==> src/rtl/flash_cmd_sequencer.sv <==
// -----------------------------------------------------------------------------
// flash_cmd_sequencer
//
// Write-command sequencer sitting between the CPU bus and the PRG flash
// write-enable. It follows JEDEC program / erase unlock sequences
// (AA@555, 55@2AA, command) written into $8000-$FFFF.
//
// It passes a flash write only when that write is a legitimate next step of
// such a sequence, or is the F0 reset command. Ordinary mapper-register writes
// into ROM space therefore never reach the flash.
//
// Once the final command or data byte is accepted, it times the
// program/erase busy window. A broken sequence raises a sticky error flag.
//
// Parameters
//   PROG_CYCLES    : m2 cycles busy stays high after a program data write
//   ERASE_CYCLES   : m2 cycles busy stays high after a sector/chip erase
//   TIMEOUT_CYCLES : idle m2 cycles before a partial sequence is dropped
//                    (only meaningful with FLASH_SEQ_TIMEOUT_EN)
//
// Optional feature
//   FLASH_SEQ_TIMEOUT_EN : when defined, a partial unlock/command sequence
//                          that sees no ROM write for TIMEOUT_CYCLES cycles
//                          is abandoned (state back to IDLE, error flag
//                          untouched). When undefined, partial sequences
//                          persist and the idle counter does not exist.
//
// Ports
//   m2                in   bus clock, all state changes on its rising edge
//   reset             in   synchronous, active-high
//   romsel            in   low = $8000-$FFFF access
//   cpu_rw_in         in   low = write
//   cpu_addr_in[14:0] in   CPU address; [11:0] compared with 555 / 2AA
//   cpu_data_in[7:0]  in   CPU write data
//   prg_write_enabled in   global flash-write permission from mapper config
//   flash_we_allow    out  combinational; current write may assert flash_we
//   busy              out  registered; program/erase in progress
//   seq_error         out  registered; sticky sequence-error flag
//   state_dbg[2:0]    out  current state encoding
// -----------------------------------------------------------------------------
module flash_cmd_sequencer #(
  parameter int PROG_CYCLES    = 32,
  parameter int ERASE_CYCLES   = 1000000,
  parameter int TIMEOUT_CYCLES = 64
) (
  input  logic        m2,
  input  logic        reset,
  input  logic        romsel,
  input  logic        cpu_rw_in,
  input  logic [14:0] cpu_addr_in,
  input  logic [7:0]  cpu_data_in,
  input  logic        prg_write_enabled,
  output logic        flash_we_allow,
  output logic        busy,
  output logic        seq_error,
  output logic [2:0]  state_dbg
);

  typedef enum logic [2:0] {
    ST_IDLE = 3'd0,
    ST_UNL1 = 3'd1,
    ST_UNL2 = 3'd2,
    ST_PROG = 3'd3,
    ST_ERA1 = 3'd4,
    ST_ERA2 = 3'd5,
    ST_ERA3 = 3'd6,
    ST_BUSY = 3'd7
  } state_t;

  // Busy counter load values. The counter is loaded with N-1 and the FSM
  // leaves BUSY on the edge after it reads 0, giving exactly N busy cycles.
  localparam logic [19:0] PROG_LOAD  = 20'(PROG_CYCLES - 1);
  localparam logic [19:0] ERASE_LOAD = 20'(ERASE_CYCLES - 1);

  localparam logic [7:0] CMD_AA    = 8'hAA;
  localparam logic [7:0] CMD_55    = 8'h55;
  localparam logic [7:0] CMD_PROG  = 8'hA0;
  localparam logic [7:0] CMD_ERASE = 8'h80;
  localparam logic [7:0] CMD_SECT  = 8'h30;
  localparam logic [7:0] CMD_CHIP  = 8'h10;
  localparam logic [7:0] CMD_RESET = 8'hF0;

  state_t      state;
  logic [19:0] busy_cnt;

  logic   rom_wr;
  logic   at_555;
  logic   at_2aa;
  logic   cmd_f0;
  logic   step_ok;
  state_t step_next;
  logic   timeout_hit;

  // The bank-select bits above A11 play no part in JEDEC command decode.
  logic unused_addr_hi;
  assign unused_addr_hi = ^cpu_addr_in[14:12];

  assign rom_wr = ~romsel & ~cpu_rw_in;
  assign at_555 = (cpu_addr_in[11:0] == 12'h555);
  assign at_2aa = (cpu_addr_in[11:0] == 12'h2AA);

  // F0 is honoured in every state except BUSY. It takes priority over the
  // step decode, so an F0 can never also be counted as a sequence error.
  assign cmd_f0 = (cpu_data_in == CMD_RESET) && (state != ST_BUSY);

  // Decode whether the data/address on the bus is the valid next step from
  // the current state, and where it leads.
  always_comb begin
    step_ok   = 1'b0;
    step_next = ST_IDLE;
    case (state)
      ST_IDLE: begin
        if (at_555 && cpu_data_in == CMD_AA) begin
          step_ok   = 1'b1;
          step_next = ST_UNL1;
        end
      end
      ST_UNL1: begin
        if (at_2aa && cpu_data_in == CMD_55) begin
          step_ok   = 1'b1;
          step_next = ST_UNL2;
        end
      end
      ST_UNL2: begin
        if (at_555 && cpu_data_in == CMD_PROG) begin
          step_ok   = 1'b1;
          step_next = ST_PROG;
        end else if (at_555 && cpu_data_in == CMD_ERASE) begin
          step_ok   = 1'b1;
          step_next = ST_ERA1;
        end
      end
      ST_PROG: begin
        // Program data: any address, any byte.
        step_ok   = 1'b1;
        step_next = ST_BUSY;
      end
      ST_ERA1: begin
        if (at_555 && cpu_data_in == CMD_AA) begin
          step_ok   = 1'b1;
          step_next = ST_ERA2;
        end
      end
      ST_ERA2: begin
        if (at_2aa && cpu_data_in == CMD_55) begin
          step_ok   = 1'b1;
          step_next = ST_ERA3;
        end
      end
      ST_ERA3: begin
        // Sector erase takes the sector address; chip erase must hit 555.
        if (cpu_data_in == CMD_SECT || (at_555 && cpu_data_in == CMD_CHIP)) begin
          step_ok   = 1'b1;
          step_next = ST_BUSY;
        end
      end
      default: begin
        step_ok   = 1'b0;
        step_next = ST_IDLE;
      end
    endcase
  end

  // Zero-latency permission. It is valid in the same cycle as the write it
  // qualifies, so it can gate flash_we directly.
  assign flash_we_allow = prg_write_enabled & ~reset & rom_wr & (step_ok | cmd_f0);

`ifdef FLASH_SEQ_TIMEOUT_EN
  localparam logic [6:0] TIMEOUT_LAST = 7'(TIMEOUT_CYCLES - 1);

  logic [6:0] idle_cnt;
  logic       in_partial;

  assign in_partial  = (state != ST_IDLE) && (state != ST_BUSY);
  assign timeout_hit = in_partial && !rom_wr && (idle_cnt == TIMEOUT_LAST);

  // Counts consecutive cycles without a ROM write while a sequence is open.
  always_ff @(posedge m2) begin
    if (reset || !in_partial || rom_wr || timeout_hit) begin
      idle_cnt <= '0;
    end else begin
      idle_cnt <= idle_cnt + 7'd1;
    end
  end
`else
  // Without the idle counter a partial sequence never expires. The
  // comparison is constant false for any legal TIMEOUT_CYCLES.
  assign timeout_hit = (TIMEOUT_CYCLES < 1);
`endif

  always_ff @(posedge m2) begin
    if (reset) begin
      state     <= ST_IDLE;
      busy_cnt  <= '0;
      busy      <= 1'b0;
      seq_error <= 1'b0;
    end else if (state == ST_BUSY) begin
      // Writes are ignored here, F0 included. Permission loss does not stop
      // the count either, because the flash is already committed.
      if (busy_cnt == 20'd0) begin
        state <= ST_IDLE;
        busy  <= 1'b0;
      end else begin
        busy_cnt <= busy_cnt - 20'd1;
      end
    end else if (!prg_write_enabled) begin
      state <= ST_IDLE;
    end else if (rom_wr) begin
      if (cmd_f0) begin
        state     <= ST_IDLE;
        seq_error <= 1'b0;
      end else if (step_ok) begin
        state <= step_next;
        if (step_next == ST_BUSY) begin
          busy     <= 1'b1;
          busy_cnt <= (state == ST_PROG) ? PROG_LOAD : ERASE_LOAD;
        end
      end else if (state != ST_IDLE) begin
        // A stray write mid-sequence breaks it. In IDLE the same write is
        // just a mapper-register write and is silently ignored.
        state     <= ST_IDLE;
        seq_error <= 1'b1;
      end
    end else if (timeout_hit) begin
      state <= ST_IDLE;
    end
  end

  assign state_dbg = state;

endmodule

==> config.mk <==
export PLATFORM = sky130hd
export DESIGN_NAME = flash_cmd_sequencer
export DESIGN_NICKNAME = d
export VERILOG_FILES = /design/src/rtl/flash_cmd_sequencer.sv
export SDC_FILE = /design/constraint.sdc
export NUM_CORES = 1
export LEC_CHECK = 0
export BUFFER_PORTS_ARGS = -buffer_cell sky130_fd_sc_hd__buf_2
export CORE_ASPECT_RATIO = 1.25
export CORE_MARGIN = 8
export CORE_UTILIZATION = 55
export DETAILED_ROUTE_END_ITERATION = 7
export PLACE_DENSITY = 0.83
export SLEW_MARGIN = 20
export SYNTH_ARGS = -nofsm -noshare
export SYNTH_HDL_FRONTEND = slang
export SYNTH_SLANG_ARGS = --single-unit
==> constraint.sdc <==
create_clock -name m2 -period 2.7 [get_ports m2]
set_clock_uncertainty 0.1 [all_clocks]
set_input_delay 0.27 -clock m2 [delete_from_list [all_inputs] [get_ports m2]]
set_output_delay 0.27 -clock m2 [all_outputs]
set_load 0.01 [all_outputs]
==> results of run 1 <==
==> cells by family after synthesis <==
| family | share of synthesized area |
|---|---|
| flops | 0.295 |
| compound gates | 0.281 |
| fa+ha+maj | 0.00736 |
| simple gates | 0.345 |
| xor+xnor | 0.00516 |
| buf+inv | 0.0670 |
==> power by group <==
group / internal (mW) / switching, mW / total (mW) / leakage [nW]
Sequential: 0.369 / 0.00000000499 / 0.369 / 0.202
Combinational: 0.0240 / 0.0281 / 0.0521 / 0.604
Clock: 0.0569 / 0.121 / 0.178 / 0.0139
==> Yosys cell counts, drive strengths merged, types with 2 or more instances <==
master and count:
dfxtp 25, a21oi 23, nand2 16, nor2 13
or3 11, or4 11, inv 10, o31ai 10
nor3 9, a31oi 8, clkbuf 8, a211oi 7
o21ai 6, buf 5, nor4 5, or2 4
and3 3, nand3 3, nand4 3, nand4b 3
nand4bb 3, o32ai 3, a22oi 2, nand2b 2
nand3b 2, nor2b 2, o31a 2
==> worst max-delay path, cell delays in order (launching register included) <==
cell                       delay (ns)
sky130_fd_sc_hd__dfxtp_2         0.37
sky130_fd_sc_hd__buf_4           0.16
sky130_fd_sc_hd__nand3b_1        0.14
sky130_fd_sc_hd__o41a_1          0.16
sky130_fd_sc_hd__a31o_2          0.09
sky130_fd_sc_hd__a21bo_2         0.22
sky130_fd_sc_hd__or3_4           0.41
sky130_fd_sc_hd__a21oi_1         0.13
sky130_fd_sc_hd__nor3_1          0.06
sky130_fd_sc_hd__buf_2           0.16
==> per-stage QoR <==
stage | hold slack, ns | setup slack [ns]
floorplan | 0.339 | 0.259
global placement | 0.356 | 0.0397
detailed placement | 0.357 | 0.00688
CTS | 0.213 | 0.0191
global route | 0.222 | 0.00132
finish | 0.224 | 0.0995
==> how the worst min path moves through the flow <==
stage,start,slack [ns],cells after the start,endpoint
after CTS,reset,0.21,2,state_dbg[0]$_SDFFE_PP0P_
after global placement,busy_cnt[19]$_SDFFE_PP0P_,0.36,2,busy_cnt[19]$_SDFFE_PP0P_
final,reset,0.22,2,state_dbg[0]$_SDFFE_PP0P_
after floorplan,busy_cnt[19]$_SDFFE_PP0P_,0.34,2,busy_cnt[19]$_SDFFE_PP0P_
after global routing,reset,0.22,2,state_dbg[0]$_SDFFE_PP0P_
after detailed placement,busy_cnt[19]$_SDFFE_PP0P_,0.36,2,busy_cnt[19]$_SDFFE_PP0P_
==> registers in the layout, summed over array words and instances, names as in the netlist <==
| signal | count |
|---|---|
| busy_cnt | 20 |
| state_dbg | 3 |
| busy | 1 |
| seq_error | 1 |
==> repair_timing <==
item                                   4_1_cts  5_1_grt
resized for setup                            0        4
endpoints found under the hold margin        0        0
setup endpoints to repair                    1        2
hold buffers                                 0        0
setup buffers                                1        0
==> area by class of cell <==
class	instances	area (sq um)
Tap cell	36	45.0
Timing Repair Buffer	50	304
Clock buffer	3	22.5
Fill cell	257	935
Inverter	10	37.5
Multi-Input combinational cell	165	1090
Sequential cell	25	502
Clock inverter	1	7.51
==> per-layer routing <==
metal / wire length [um] / vias to the layer above / track usage
met2: 2110 / 31 / 0.288
met4: 62 / 0 / 0.0656
met5: 0 / - / 0
li1: - / 913 / -
met1: 1790 / 819 / 0.190
met3: 114 / 4 / 0.0199
==> results.txt, run 1 <==
----------------------------------------------------
[Logic synthesis]
  Top flip-flop cell by instance count after synthesis ... sky130_fd_sc_hd__dfxtp_1
  Post-synth design cell area ... 1700 sq um
  Netlist cell types ... 51
  Sequential-to-total area share from yosys stat ... 0.295
  Post-synth EDFFs ... 0
  Post-Synthesis Cells ... 213
  Leading area contributor after synthesis ... sky130_fd_sc_hd__dfxtp_1
  Number of register bits inferred by synthesis ... 25
  Mean instance size in the synthesized netlist ... 7.98 sq um
  Area contributors post-synth ... sky130_fd_sc_hd__dfxtp_1 29%, sky130_fd_sc_hd__a21oi_1 6.5%, sky130_fd_sc_hd__or4_1 4.9%
  Number of nets in the synthesized netlist ... 242
  Asr flop ratio synth ... 0
  Area share of the largest cell type after synthesis ... 0.295
  Synth warnings ... 0

[Placement]
  Gpl congestion ... 0.762
  Placed Instance Area ... 1960 sq um
  Number of instances in the placed design ... 285
  Estimated wirelength of the detail-placed design ... 3150 um
  IO buf count ... 30

[Critical path]
  End of the worst register-to-register path ... busy_cnt[0]$_SDFFE_PP0P_
  Slack of the worst reg-to-reg path ... 0.14 ns
  Crit end category ... output port
  Crit path max fanout ... 8
  CP Class ... reg -> out
  Required time of the worst setup path ... 2.33 ns
  Worst EP arrival ... 2.23 ns
  Launching element type of the critical path ... flip-flop
  Critical path endpoint ... flash_we_allow
  Launch point of the worst path ... state_dbg[0]$_SDFFE_PP0P_
  Worst flop-to-flop path startpoint ... busy_cnt[14]$_SDFFE_PP0P_
  Number of cell instances on the worst register-to-register path ... 9

[Timing]
  Setup TNS ... 0 ns
  Worst-Margin Slew ... 0.582 ns
  Worst slew margin relative to its limit ... 0.610
  Fin crit share ... 0.963
  Final Max Slew Viols ... 0
  Final Critical Period ... 2.60 ns
  Endpoints failing hold ... 0
  Max Fclk ... 0.385 GHz
  Setup violations, final ... 0
  RSZ-0062 raised after global routing ... false

[Finish]
  Final layout net count ... 284
  Commonest cells after routing, fill and taps aside ... 30 x sky130_fd_sc_hd__buf_2, 24 x sky130_fd_sc_hd__dfxtp_1, 22 x sky130_fd_sc_hd__a21oi_1
  Antenna fix cells ... 0
  Final cell count without fillers ... 290
  Synth-to-Final Area Change ... 18.3%
  Fraction of final layout cells with drive strength greater than 1 ... 0.264
  Commonest non-fill, non-tap cell in the layout ... sky130_fd_sc_hd__buf_2
  Post-route cell area ... 2010 sq um
  Utilization after layout ... 0.683

[CTS]
  TritonCTS clock tree ... yes
  Clock latency on the worst-skew pair ... 0.34 ns
  Clock-pin slew on the worst setup and hold paths ... 0.15 ns
  H-tree levels ... 1
  Library cell used as clock root buffer ... sky130_fd_sc_hd__clkbuf_4
  TritonCTS Sinks ... 25
  Worst-case clock buffer depth ... 2
  Number of CTS-inserted buffers ... 3

[Detailed routing]
  DRC Markers ... 0
  Initial DRT Pass Iterations ... 4
  Average via count per standard cell ... 6.09
  1st-iter DRT viols ... 78
  Overall via count from detail_route ... 1767
  Routed wire length ... 4080 um
  Drt wl/cell ... 14.1 um
  Final ANT Viol Nets ... 0

[Global route]
  Global-route wire length before repair ... 7060 um
  Largest net degree at the start of global routing ... 24
  Number of antenna violations at the first check in global routing ... 0
  Total gr overflow ... 0
  GRT Overall Usage ... 0.163
  Via count of the first global-routing pass ... 1701

[Die]
  Overall die height ... 78.1 um
  Placeable core region ... 2950 sq um
  Die area ... 5130 sq um
  Num rows ... 22
  Initial Utilization ... 0.577
  Horiz. Die Dim ... 65.7 um
  Num ports ... 34

[Power and ir drop]
  Power Dens Cells ... 298 nW/um^2
  Leakage power figure ... 0.820 nW
  Peak ir drop on the vdd network ... 290 uV
  Total power ... 0.599 mW

[Flow run]
  Max-cap violations ... 0

[Worst hold path]
  Class of the tightest hold or removal check ... in -> reg

[Status]
  Run status ... completed

----------------------------------------------------
(Power assumes the default switching activity.)
==> run 2: changes to the inputs <==
--- a/config.mk
+++ b/config.mk
@@ -8,9 +8,10 @@
 export BUFFER_PORTS_ARGS = -buffer_cell sky130_fd_sc_hd__buf_2
 export CORE_ASPECT_RATIO = 1.25
 export CORE_MARGIN = 8
-export CORE_UTILIZATION = 55
+export CORE_UTILIZATION = 57
+export CTS_BUF_LIST = sky130_fd_sc_hd__clkbuf_2
 export DETAILED_ROUTE_END_ITERATION = 7
-export PLACE_DENSITY = 0.83
+export PLACE_DENSITY = 0.85
 export SLEW_MARGIN = 20
 export SYNTH_ARGS = -nofsm -noshare
 export SYNTH_HDL_FRONTEND = slang
==> constraint.sdc (replaced) <==
create_clock -name m2 -period 2.7 [get_ports m2]
set_clock_uncertainty 0.1 [all_clocks]
set_input_delay 0.135 -clock m2 [delete_from_list [all_inputs] [get_ports m2]]
set_output_delay 0.135 -clock m2 [all_outputs]
set_load 0.01 [all_outputs]
==> results.txt, run 2 (synthesis gave the netlist of run 1 again) <==
----------------------------------------------------
[Status]
  Run status ... completed

[Global route]
  Total gr overflow ... 0
  Global-route wire length before repair ... 7380 um
  GRT Overall Usage ... 0.173
  Via count of the first global-routing pass ... 1760
  Largest net degree at the start of global routing ... 21
  Number of antenna violations at the first check in global routing ... 0

[Critical path]
  Crit path max fanout ... 8
  CP Class ... reg -> out
  Worst stage delay on the critical path ... 0.42 ns
  Launching element type of the critical path ... flip-flop
  Worst EP arrival ... 2.35 ns
  Crit end category ... output port
  Cell-by-cell trace of the critical path ... buf_4 > nand3b_1 > o41a_1 > a31o_2 > a21bo_2 > or3_4 > a21oi_1 > nor3_1 > buf_2
  Dominant delay contributor by cell family on the critical path ... compound AO/OA/AOI/OAI gates
  Count of buffer and inverter cells on the critical path ... 2
  Required time of the worst setup path ... 2.47 ns
  Critical path's slowest cell ... sky130_fd_sc_hd__dfxtp_4
  Slack of the worst reg-to-reg path ... 0.16 ns

[Timing]
  Worst-Margin Slew ... 0.567 ns
  Fin crit share ... 0.956
  Setup violations, final ... 0
  Fin worst setup slack ... 0.119 ns
  Final Critical Period ... 2.58 ns
  RSZ-0062 raised after global routing ... false
  Worst slew margin relative to its limit ... 0.620
  Endpoints failing hold ... 0
  Setup TNS ... 0 ns
  Final Max Slew Viols ... 0
  Max Fclk ... 0.387 GHz

[Finish]
  Largest reg by FF count ... busy_cnt
  Commonest cells after routing, fill and taps aside ... 30 x sky130_fd_sc_hd__buf_2, 22 x sky130_fd_sc_hd__a21oi_1, 22 x sky130_fd_sc_hd__dfxtp_1
  Synth-to-Final Area Change ... 16.9%
  Flip-flop count of the largest register, all copies and words added ... 20
  Antenna fix cells ... 0
  Commonest non-fill, non-tap cell in the layout ... sky130_fd_sc_hd__buf_2
  Fraction of final layout cells with drive strength greater than 1 ... 0.254
  Final layout net count ... 278

[Power and ir drop]
  Leakage power figure ... 0.804 nW
  Peak ir drop on the vdd network ... 195 uV
  Power Dens Cells ... 288 nW/um^2
  Cell internal power dissipation ... 0.428 mW
  Share of total power consumed by net switching ... 0.252
  Relative contribution of combinational cells to total power ... 0.094
  Switching power summed over all nets ... 0.144 mW
  Fraction of power consumed by the clock network ... 0.260
  Sequential power share ... 0.646

[Detailed routing]
  DRC Markers ... 0
  Final ANT Viol Nets ... 0
  Average via count per standard cell ... 6.35
  Drt wl/cell ... 15.4 um
  Overall via count from detail_route ... 1803
  Routed wire length ... 4360 um
  Initial DRT Pass Iterations ... 4
  1st-iter DRT viols ... 82

[Die]
  Overall die height ... 77.0 um
  Die area ... 4990 sq um
  Horiz. Die Dim ... 64.8 um
  Num ports ... 34
  Initial Utilization ... 0.588
  Num rows ... 22
  Placeable core region ... 2890 sq um

[CTS]
  H-tree levels ... 1
  Number of buffers added to fix hold violations after cts ... 0
  TritonCTS Sinks ... 25
  Worst-case clock buffer depth ... 2
  Clock latency on the worst-skew pair ... 0.35 ns
  TritonCTS clock tree ... yes
  Library cell used as clock root buffer ... sky130_fd_sc_hd__clkbuf_2
  Number of CTS-inserted buffers ... 3
  Clock-pin slew on the worst setup and hold paths ... 0.25 ns

[Flow run]
  Max-cap violations ... 0

[Placement]
  Gpl congestion ... 0.797
  Post-place setup slack ... 0.0403 ns
  Estimated wirelength of the detail-placed design ... 3310 um
  IO buf count ... 30

[Worst hold path]
  Class of the tightest hold or removal check ... in -> reg

----------------------------------------------------
[run 2: final cells by class]
type / instances / area [sq um]
clock buffers: 3 / 15.0
clock inverters: 1 / 7.51
fillers: 249 / 903
inverters: 10 / 37.5
multi-input cells: 165 / 1100
flip-flops and latches: 25 / 507
well taps: 36 / 45.0
repair buffers: 44 / 272
[run 2: metrics by stage]
| stage | std cells | cell area [sq um] | total power [mW] | util | hold WS, ns |
|---|---|---|---|---|---|
| floorplan | 213 | 1700 | 0.400 | - | 0.216 |
| global placement | 279 | 1930 | 0.427 | 0.667 | 0.354 |
| detailed placement | 279 | 1930 | 0.429 | 0.667 | 0.356 |
| CTS | 284 | 1960 | 0.575 | 0.677 | 0.0496 |
| global route | 284 | 1990 | 0.597 | 0.687 | 0.0411 |
| finish | 284 | 1990 | 0.571 | 0.687 | 0.0503 |
[run 2: path summary, 6_finish.rpt]
kind	end	startpoint	cells past startpoint
max reg2reg	busy_cnt[0]$_SDFFE_PP0P_	busy_cnt[6]$_SDFFE_PP0P_	8
min reg2reg	busy_cnt[19]$_SDFFE_PP0P_	busy_cnt[19]$_SDFFE_PP0P_	2
max	flash_we_allow	state_dbg[0]$_SDFFE_PP0P_	9
min	state_dbg[0]$_SDFFE_PP0P_	reset	2
[run 2: layer usage]
layer | vias up | wire length (um) | track usage
li1 | 903 | - | -
met1 | 839 | 1820 | 0.195
met2 | 49 | 2300 | 0.309
met3 | 12 | 137 | 0.0262
met4 | 0 | 98 | 0.0722
met5 | - | 0 | 0
[run 2: power by group through the flow]
| stage | sequential, mW | clock, mW | combinational (mW) |
|---|---|---|---|
| detailed placement | 0.377 | 0 | 0.0518 |
| global route | 0.370 | 0.169 | 0.0584 |
| finish | 0.369 | 0.149 | 0.0537 |
| floorplan | 0.377 | 0 | 0.0228 |
| CTS | 0.370 | 0.152 | 0.0520 |
| global placement | 0.377 | 0 | 0.0504 |
[run 2: what timing repair did]
action | in CTS | in global routing
endpoints found under the setup margin | 1 | 11
pin swaps | 0 | 0
setup buffers | 1 | 0
resized for setup | 0 | 8
[run 2: worst reg2reg max path, delay by kind of cell (launching register included)]
family	cells	cell delay (ns)
AND/OR/NAND/NOR	4	1.19
AO/OA/AOI/OAI	3	0.59
flip-flops	1	0.41
buffers and inverters	1	0.18
